File: src/rtl/slot_block.sv
// Axis (slot) lookup: fetches a [subject axis] operand word and walks the cell tree
// one memory read per axis bit below the MSB, returning the selected noun or an error code.
module slot_block #(
    parameter int         ADDR_W   = 10,
    parameter int         DATA_W   = 64,
    parameter int         TAG_W    = 8,
    parameter logic [2:0] SEL_CODE = 3'd5
) (
    input  logic              clk,
    input  logic              rst,
    input  logic [2:0]        slot_start,
    input  logic [ADDR_W-1:0] slot_address,
    input  logic              mem_ready,
    input  logic [DATA_W-1:0] read_data1,
    input  logic [DATA_W-1:0] read_data2,
    input  logic [ADDR_W-1:0] free_addr,
    output logic              mem_execute,
    output logic [1:0]        mem_func,
    output logic [ADDR_W-1:0] address1,
    output logic [ADDR_W-1:0] address2,
    output logic [DATA_W-1:0] write_data,
    output logic              finished,
    output logic [DATA_W-1:0] slot_data,
    output logic [TAG_W-1:0]  slot_error,
    output logic [3:0]        slot_return_sys_func,
    output logic [3:0]        slot_return_state
);
    localparam int FLD_W   = 28;
    localparam int TAG_LSB = DATA_W - TAG_W;

    typedef enum logic [3:0] {
        IDLE, FETCH_REQ, FETCH_WAIT, DECODE, WALK_REQ, WALK_WAIT, STEP, DONE, ERROR
    } state_t;

    state_t            state_q, state_d;
    logic [ADDR_W-1:0] addr_q, addr_d;
    logic [FLD_W-1:0]  noun_q, noun_d;
    logic [FLD_W-1:0]  axis_q, axis_d;
    logic              noun_atom_q, noun_atom_d;
    logic              axis_atom_q, axis_atom_d;
    logic [4:0]        idx_q, idx_d;
    logic              seen_low_q, seen_low_d;
    logic [DATA_W-1:0] word_q, word_d;
    logic [DATA_W-1:0] slot_data_q, slot_data_d;
    logic [TAG_W-1:0]  slot_error_q, slot_error_d;

    logic [4:0]        msb_pos;
    logic              step_bit;
    logic [FLD_W-1:0]  step_field;
    logic              step_atom;
    logic              go_err;
    logic [TAG_W-1:0]  err_code;
    logic              unused_sink;

    always_comb begin
        msb_pos = '0;
        for (int i = 0; i < FLD_W; i++) begin
            if (axis_q[i]) msb_pos = 5'(i);
        end
    end

    // Bit 1 of the axis path picks the tail, bit 0 the head.
    always_comb begin
        step_bit   = axis_q[idx_q];
        step_field = step_bit ? word_q[FLD_W-1:0] : word_q[2*FLD_W-1:FLD_W];
        step_atom  = step_bit ? word_q[TAG_LSB] : word_q[TAG_LSB+1];
    end

    always_comb begin
        state_d      = state_q;
        addr_d       = addr_q;
        noun_d       = noun_q;
        axis_d       = axis_q;
        noun_atom_d  = noun_atom_q;
        axis_atom_d  = axis_atom_q;
        idx_d        = idx_q;
        seen_low_d   = seen_low_q;
        word_d       = word_q;
        slot_data_d  = slot_data_q;
        slot_error_d = slot_error_q;
        go_err       = 1'b0;
        err_code     = '0;

        case (state_q)
            IDLE: begin
                if (slot_start == SEL_CODE) begin
                    addr_d  = slot_address;
                    state_d = FETCH_REQ;
                end
            end
            FETCH_REQ, WALK_REQ: begin
                seen_low_d = 1'b0;
                if (mem_ready) state_d = (state_q == FETCH_REQ) ? FETCH_WAIT : WALK_WAIT;
            end
            FETCH_WAIT: begin
                if (!mem_ready) begin
                    seen_low_d = 1'b1;
                end else if (seen_low_q) begin
                    noun_d      = read_data1[2*FLD_W-1:FLD_W];
                    noun_atom_d = read_data1[TAG_LSB+1];
                    axis_d      = read_data1[FLD_W-1:0];
                    axis_atom_d = read_data1[TAG_LSB];
                    state_d     = DECODE;
                end
            end
            DECODE: begin
                idx_d = msb_pos - 5'd1;
                if (!axis_atom_q) begin
                    go_err   = 1'b1;
                    err_code = 8'h03;
                end else if (axis_q == '0) begin
                    go_err   = 1'b1;
                    err_code = 8'h01;
                end else if (axis_q == FLD_W'(1)) begin
                    state_d = DONE;
                end else if (noun_atom_q) begin
                    go_err   = 1'b1;
                    err_code = 8'h02;
                end else begin
                    addr_d  = noun_q[ADDR_W-1:0];
                    state_d = WALK_REQ;
                end
            end
            WALK_WAIT: begin
                if (!mem_ready) begin
                    seen_low_d = 1'b1;
                end else if (seen_low_q) begin
                    word_d  = read_data1;
                    state_d = STEP;
                end
            end
            STEP: begin
                noun_d      = step_field;
                noun_atom_d = step_atom;
                if (idx_q == '0) begin
                    state_d = DONE;
                end else if (step_atom) begin
                    go_err   = 1'b1;
                    err_code = 8'h02;
                end else begin
                    idx_d   = idx_q - 5'd1;
                    addr_d  = step_field[ADDR_W-1:0];
                    state_d = WALK_REQ;
                end
            end
            DONE, ERROR: state_d = IDLE;
            default: state_d = IDLE;
        endcase

        // Result registers are loaded on entry so they are valid during the finished pulse.
        if (go_err) begin
            state_d      = ERROR;
            slot_data_d  = '0;
            slot_error_d = err_code;
        end else if (state_d == DONE && state_q != DONE) begin
            slot_data_d                        = '0;
            slot_data_d[TAG_LSB+1]             = noun_atom_d;
            slot_data_d[2*FLD_W-1:FLD_W]       = noun_d;
            slot_error_d                       = '0;
        end
    end

    always_ff @(posedge clk) begin
        if (!rst) begin
            state_q      <= IDLE;
            addr_q       <= '0;
            noun_q       <= '0;
            axis_q       <= '0;
            noun_atom_q  <= 1'b0;
            axis_atom_q  <= 1'b0;
            idx_q        <= '0;
            seen_low_q   <= 1'b0;
            word_q       <= '0;
            slot_data_q  <= '0;
            slot_error_q <= '0;
        end else begin
            state_q      <= state_d;
            addr_q       <= addr_d;
            noun_q       <= noun_d;
            axis_q       <= axis_d;
            noun_atom_q  <= noun_atom_d;
            axis_atom_q  <= axis_atom_d;
            idx_q        <= idx_d;
            seen_low_q   <= seen_low_d;
            word_q       <= word_d;
            slot_data_q  <= slot_data_d;
            slot_error_q <= slot_error_d;
        end
    end

    assign mem_execute          = (state_q == FETCH_REQ || state_q == WALK_REQ) && mem_ready;
    assign mem_func             = 2'b00;
    assign address1             = addr_q;
    assign address2             = '0;
    assign write_data           = '0;
    assign finished             = (state_q == DONE) || (state_q == ERROR);
    assign slot_data            = slot_data_q;
    assign slot_error           = slot_error_q;
    assign slot_return_sys_func = finished ? 4'h1 : 4'h0;
    assign slot_return_state    = finished ? 4'h2 : 4'h0;

    assign unused_sink = ^{read_data2, free_addr, word_q[DATA_W-1:TAG_LSB+2]};
endmodule

File: config.mk
export PLATFORM = sky130hd
export DESIGN_NAME = slot_block
export DESIGN_NICKNAME = d
export VERILOG_FILES = /design/src/rtl/slot_block.sv
export SDC_FILE = /design/constraint.sdc
export NUM_CORES = 1
export LEC_CHECK = 0
export CORE_MARGIN = 2
export CORE_UTILIZATION = 45
export CTS_CLUSTER_DIAMETER = 60
export DETAILED_ROUTE_END_ITERATION = 10
export MAX_ROUTING_LAYER = met4
export PLACE_DENSITY = 0.81
export SKIP_CTS_REPAIR_TIMING = 1
export SLEW_MARGIN = 30
export SYNTH_ARGS = -nofsm -noshare
export SYNTH_HDL_FRONTEND = slang
export SYNTH_SLANG_ARGS = --single-unit
File: constraint.sdc
create_clock -name clk -period 3.35 [get_ports clk]
set_input_delay 0.335 -clock clk [delete_from_list [all_inputs] [get_ports clk]]
set_output_delay 0.335 -clock clk [all_outputs]
set_load 0.02 [all_outputs]
Word-level counts from Yosys, hierarchy flattened --
Cells that the tools add are included.
Storage, ports and cells: input bits 154, output and inout bits 168, bits in registers 173, word-level logic and storage cells 138
Operators by class: mux-type cells 83, order comparisons 1, add/sub/neg operators 2, bitwise operators 1, reduce and logical (&&, ||, !) cells 19, eq/ne operators 20
Operators by type and width (number):
- $mux W5 | 28
- $mux W28 | 3
- $mux W10 | 7
- $pmux W28 S2 | 1
- $mux W4 | 13
- $pmux W10 S3 | 1
- $eq A28 B1 Y1 const B | 1
- $logic_not A28 Y1 | 1
- $pmux W4 S6 | 1
- $eq A4 B3 Y1 const B | 5
- $mux W8 | 2
- $ne A2 B2 Y1 const B | 8
- $mux W2 | 7
- $mux W1 | 13
- $pmux W5 S2 | 1
- $sub A5 B1 Y5 const B | 2
- $reduce_and A3 Y1 | 3
- $eq A4 B2 Y1 const B | 2
- $reduce_and A8 Y1 | 1
- $lt A5 B6 Y1 const B | 1
- $pmux W1 S2 | 3
- $reduce_bool A2 Y1 | 3
- $reduce_or A2 Y1 | 3
- $bmux W1 S5 | 1
- 13 further kinds | 15

Logic depth before layout (Yosys ltp) --
depth after elaboration 29, gate-level depth with buffers 11, gate-level depth less buffers 11

Worst setup path before layout --
No wires, ideal clock.
path type reg2reg, from register idx_q[1], to register slot_data_q[38] (netlist: slot_data[38]), setup time 0.135 ns, arrival 2.449 ns, cell stages (with the launch flop) 11, path slack 0.767 ns, path through dfxtp_1 -> buf_2 -> mux4_2 -> a22o_1 -> a31oi_4 -> and3_1 -> o31ai_4 -> a211oi_2 -> buf_4 -> buf_4 -> a211oi_2
On the way: cells in the longest elaborated chain, start to end 8, elaborated cells between the ends (all ways) 15
RTL lines:
- start, declared | line 41 | logic [4:0] idx_q, idx_d;
- start signal, assigned | line 183 | idx_q <= idx_d;
- $bmux W1 S5 | line 64 | step_bit = axis_q[idx_q];
- $mux W1 (not written as such) | line 64
- $mux W1 | line 66 | step_atom = step_bit ? word_q[TAG_LSB] : word_q[TAG_LSB+1];
- $mux W4 | line 137 | end else if (step_atom) begin
- $mux W4 | line 135 | if (idx_q == '0) begin
- $pmux W4 S6 | line 84 | case (state_q)
- $eq A4 B3 Y1 | line 155 | end else if (state_d == DONE && state_q != DONE) begin
- $logic_and A1 B1 Y1 | line 155
- end signal, assigned | line 186 | slot_data_q <= slot_data_d;
- end, declared | line 44 | logic [DATA_W-1:0] slot_data_q, slot_data_d;
Several ways; a longest one is shown, not always the timed one. The select of a mux whose other input is x is not followed. A chain may end at the register's enable or synchronous reset.

Worst setup path after layout --
from register idx_q[1], to register slot_data_q[28] (netlist: slot_data[28])
The elaborated chain is that of the path after synthesis.

==> flow_results.org <==
** Synthesis
- Yosys reg bits :: 167
- Total number of yosys warnings :: 0
- After synthesis, the mean cell area works out to between 8 and 9 sq um.
- The synthesized design spends more area on one cell type than any other, namely sky130_fd_sc_hd__dfxtp_1.
- Distinct cells, synth :: 62
- Of the post-synthesis cell area, the dominant cell type holds 38.7%.
- Ranking of synthesized cells by area :: sky130_fd_sc_hd__dfxtp_1 39%, sky130_fd_sc_hd__buf_4 11%, sky130_fd_sc_hd__nand2_1 8.2%
- Netlist area before placement :: 8630 sq um
- Synthesis handed over a netlist of 998 instances.
- Among all flip-flop cells after synthesis, the most frequent one is sky130_fd_sc_hd__dfxtp_1.
- Share of synthesized area occupied by flip-flops and latches :: 38.7%
- Number of enable flip-flop cells after synthesis :: 0
- In the synthesized netlist the async set-or-reset flop fraction comes to 0%.

** Worst setup path
- On the critical path, the stage with the largest delay is an instance of sky130_fd_sc_hd__dfxtp_1.
- Capture instance of the worst register-to-register path :: slot_data[28]
- Crit path buf inv count :: 2
- Crit Reg-Reg Startpoint :: idx_q[1]
- Critical Setup Path Class :: reg2reg
- Along the worst path, the maximum fanout reaches 21.
- Max stage delay on crit path :: 0.51 ns
- The signal on the critical path passes through buf_4, mux2i_1, a22oi_1, a31oi_1, a21boi_2, or2_1, a22oi_2, nand2_2, buf_4, a211oi_2.
- At the worst endpoint, the required time is 3.71 ns.
- Startpoint types :: flop
- The worst register-to-register path has a depth of 10.
- Tracing the worst setup path back leads to its startpoint at idx_q[1].
- For flop-to-flop paths, the worst setup slack is about 0.4 ns.
- Arrival time at the worst endpoint :: 3.31 ns
- Most common cell type on the critical path :: sky130_fd_sc_hd__buf_4
- The cell family contributing the most delay on the critical path is compound AO/OA/AOI/OAI gates.
- STA classifies the critical path endpoint as a flop.

** Route
- Routed met3 length :: about 1500 microns
- Antenna-violating nets left :: 0
- The final route contains 7,038 vias.
- Signal routing reaches up to met4.
- Met1 Routed Length :: 9240 microns
- Wire segments on met2 add up to 9930 microns in the final route.
- DRC violation total after the first TritonRoute iteration :: around 530
- For this run, design rule violations remaining after detail routing come to 0.
- Routed wirelength normalized by instance count :: 15.7 microns
- Number of search-and-repair iterations in the first detailed-routing pass :: 6
- Total Wirelength :: 20,900 microns
- After detailed routing, the number of vias per cell comes to 5.28.

** CTS
- TritonCTS built the clock tree.
- Clock Latency Late Sink :: 0.44 ns
- Buffers inserted during clock tree synthesis total 17.
- After clock tree synthesis, the clock-pin slew on the worst setup and hold paths is roughly 0.07 ns.
- Depth of the CTS H-tree :: 4
- The longest clock path from root to sink contains 2 buffers.
- Buffer type at the clock tree root :: sky130_fd_sc_hd__clkbuf_16
- TritonCTS sink count :: between 150 and 200

** Layout
- Counting the fill cells in the layout gives 1,700.
- The count of cells in the finished layout, fillers not included, comes to 1,332.
- In the final layout, the share of cells above drive strength 1 is approximately a tenth.
- Final net count :: 1,240
- Summing all multi-input logic gate instances after layout gives between 4000 and 5000 sq um.
- 0 antenna diodes ended up in the layout.
- Relative to the synthesized area, the layout overhead comes to 17.7%.
- Register area :: between 3000 and 4000 sq um

** GRT
- Maximum number of pins on one net before global-route repair :: 93
- The initial antenna violation count came to 0.
- Global routing used roughly a fifth of the available tracks across all layers.
- Vias in the first global route :: between 6,000 and 7,000
- Wire length of the first global-routing pass :: about 33,000 microns
- Final global-route overflow total :: 0

** Floorplan
- The floorplan has 50 rows.
- Placeable core region :: 18,800 sq um
- Die H :: between 100 and 150 microns
- The die covers 20,300 sq um.
- Measured along the x axis, the die boundary spans around 140 microns.
- Pin placement for this block handled roughly 320 I/O pins.
- Initial Utilization :: roughly 46%

** Placed design
- In this run the tool buffered the top-level ports with 118 buffer cells.
- Cell count after placement :: 1,300
- The HPWL after detailed placement is 14,600 microns.
- At the end of routability-driven placement, the weighted congestion stood at ~0.95.
- Post-Place Setup Slack :: around 0.41 ns

** STA
- PnR worst setup slack :: 0.398 ns
- Achievable Freq :: 0.339 GHz
- Setup violations remaining at the end of the flow were counted as 0.
- The worst path uses 88.1% of the clock period.
- The count of endpoints failing hold in the final timing report is 0.
- The worst path needs 2.95 ns of the cycle, external delays included.
- The final number of max-transition violations came to 0.
- The worst pin sits at a relative slew slack of 41.7%.
- The tightest hold path in the finished design has a slack of between 0.4 and 0.5 ns.
- At the pin with the least slew margin, the transition time is 0.871 ns.
- Setup repair after global routing left no endpoint under its margin.
- Setup tns final :: 0 ns
- Max Clock Skew :: approximately 0.015 ns

** Min path
- The min-delay analysis places its worst path in the category reg2reg.
- Worst hold path stage count :: 2
- The startpoint identified for the worst hold timing path is word_q[41].
- The worst hold path terminates at word_q[41].

** Power
- After layout, the design draws a total of 4320 uW.
- Max rail drop VDD :: about 0.00037 V
- Power density relative to cell area :: approximately 430 nW/um^2
- Static leakage :: 0.00366 uW

** Flow run
- Across the run, the number of max-cap violations was 0.

** Outcome
- Outcome :: completed
## worst max-delay path by stage
stage,cells past startpoint,slack [ns],to
2_1_floorplan,10,0.77,slot_data[38]
3_3_place_gp,10,0.43,slot_data[37]
3_5_place_dp,10,0.41,slot_data[38]
4_1_cts,10,0.36,slot_data[28]
5_1_grt,10,0.20,slot_data[37]
6_report,10,0.40,slot_data[28]
## Yosys cell counts (2+ instances only)
| library cell | n |
|---|---|
| sky130_fd_sc_hd__o211a_1 | 2 |
| sky130_fd_sc_hd__nand2_1 | 188 |
| sky130_fd_sc_hd__mux2_2 | 9 |
| sky130_fd_sc_hd__a222oi_1 | 18 |
| sky130_fd_sc_hd__o21ai_0 | 9 |
| sky130_fd_sc_hd__mux2i_1 | 22 |
| sky130_fd_sc_hd__o311a_1 | 11 |
| sky130_fd_sc_hd__a21boi_0 | 88 |
| sky130_fd_sc_hd__o22ai_1 | 2 |
| sky130_fd_sc_hd__mux4_2 | 4 |
| sky130_fd_sc_hd__a211oi_2 | 21 |
| sky130_fd_sc_hd__buf_1 | 4 |
| sky130_fd_sc_hd__a211oi_1 | 12 |
| sky130_fd_sc_hd__nor2_1 | 67 |
| sky130_fd_sc_hd__a22o_1 | 12 |
| sky130_fd_sc_hd__buf_4 | 128 |
| sky130_fd_sc_hd__inv_1 | 13 |
| sky130_fd_sc_hd__clkbuf_1 | 52 |
| sky130_fd_sc_hd__nor3_1 | 7 |
| sky130_fd_sc_hd__mux2_1 | 9 |
| sky130_fd_sc_hd__nand2b_1 | 12 |
| sky130_fd_sc_hd__a2111oi_0 | 3 |
| sky130_fd_sc_hd__a21oi_1 | 10 |
| sky130_fd_sc_hd__a31oi_1 | 5 |
| sky130_fd_sc_hd__nor3b_1 | 4 |
| sky130_fd_sc_hd__a311oi_1 | 2 |
| sky130_fd_sc_hd__buf_2 | 11 |
| sky130_fd_sc_hd__nor4_1 | 8 |
| sky130_fd_sc_hd__nand3_1 | 5 |
| sky130_fd_sc_hd__a22oi_1 | 3 |
| sky130_fd_sc_hd__and2_1 | 5 |
| sky130_fd_sc_hd__xnor2_1 | 2 |
| sky130_fd_sc_hd__nand4_1 | 3 |
| sky130_fd_sc_hd__dfxtp_1 | 167 |
| sky130_fd_sc_hd__a221oi_1 | 11 |
| sky130_fd_sc_hd__o31ai_1 | 5 |
| sky130_fd_sc_hd__nor2b_1 | 33 |
| sky130_fd_sc_hd__and3_1 | 6 |
| sky130_fd_sc_hd__nand3b_1 | 2 |
## sequential cells by signal (all words and copies together), names as in the netlist
register,flops
address1,10
axis_atom_q,1
axis_q,28
idx_q,5
noun_atom_q,1
noun_q,28
seen_low_q,1
slot_data,29
slot_error,2
state_q,4
word_q,58
## cells by family (layout without fill, tap and decap cells)
kind of cell               Yosys count  after routing  share of synthesized area [%]
AOI/OAI and AO/OA                  227            227                           22.2
xor gates and xnor gates             3              3                          0.305
adders and majority gates            1              1                          0.145
buffers and inverters              208            186                           14.8
DFF                                167            167                           38.7
muxes                               44             44                           5.95
other                                1            123                         0.0435
and+or+nand+nor                    347            347                           17.9
## routing by layer
layer | global-route usage [%] | vias to the layer above
met4 | 5.21 | 0
met5 | - | -
met1 | 26.9 | 3337
met3 | 4.95 | 25
li1 | - | 3389
met2 | 34.3 | 287
## layout by cell type (no fill, tap or decap), drive strengths merged, types with 11 or more instances in the layout
cell type,instances
nand2,189
dfxtp,167
conb,123
clkdlybuf4s50,117
a21boi,90
nor2,67
nor2b,33
a211oi,33
buf,24
mux2i,22
inv,20
clkbuf,19
a222oi,18
mux2,18
a22o,12
nand2b,12
o311a,11
a221oi,11
## worst register-to-register path: cells and delay by family, from the launching register on
family | cells | cell delay, ns
DFF | 1 | 0.51
AOI/OAI and AO/OA | 5 | 1.09
muxes | 1 | 0.20
buffers and inverters | 2 | 0.60
and+or+nand+nor | 2 | 0.49
## cell type report
cell class / count / area share, %
Multi-Input combinational cell: 745 / 44.3
Sequential cell: 167 / 32.9
Timing Repair Buffer: 141 / 13.7
Clock buffer: 19 / 4.46
Tap cell: 234 / 2.88
Clock inverter: 13 / 1.31
Inverter: 13 / 0.481
## where the power goes
group          internal [uW]  switching [uW]  total [uW]
Combinational            132             216         348
Clock                   1090             885        1970
Sequential              1990            8.00        2000
## stage by stage
stage	cell area, sq um	utilization, %
2_1_floorplan	9090	-
3_3_place_gp	9570	51.0
3_5_place_dp	9570	51.0
4_1_cts	10200	54.1
5_1_grt	10200	54.1
6_report	10200	54.1
No activity file was read; power rests on OpenSTA's default activity.
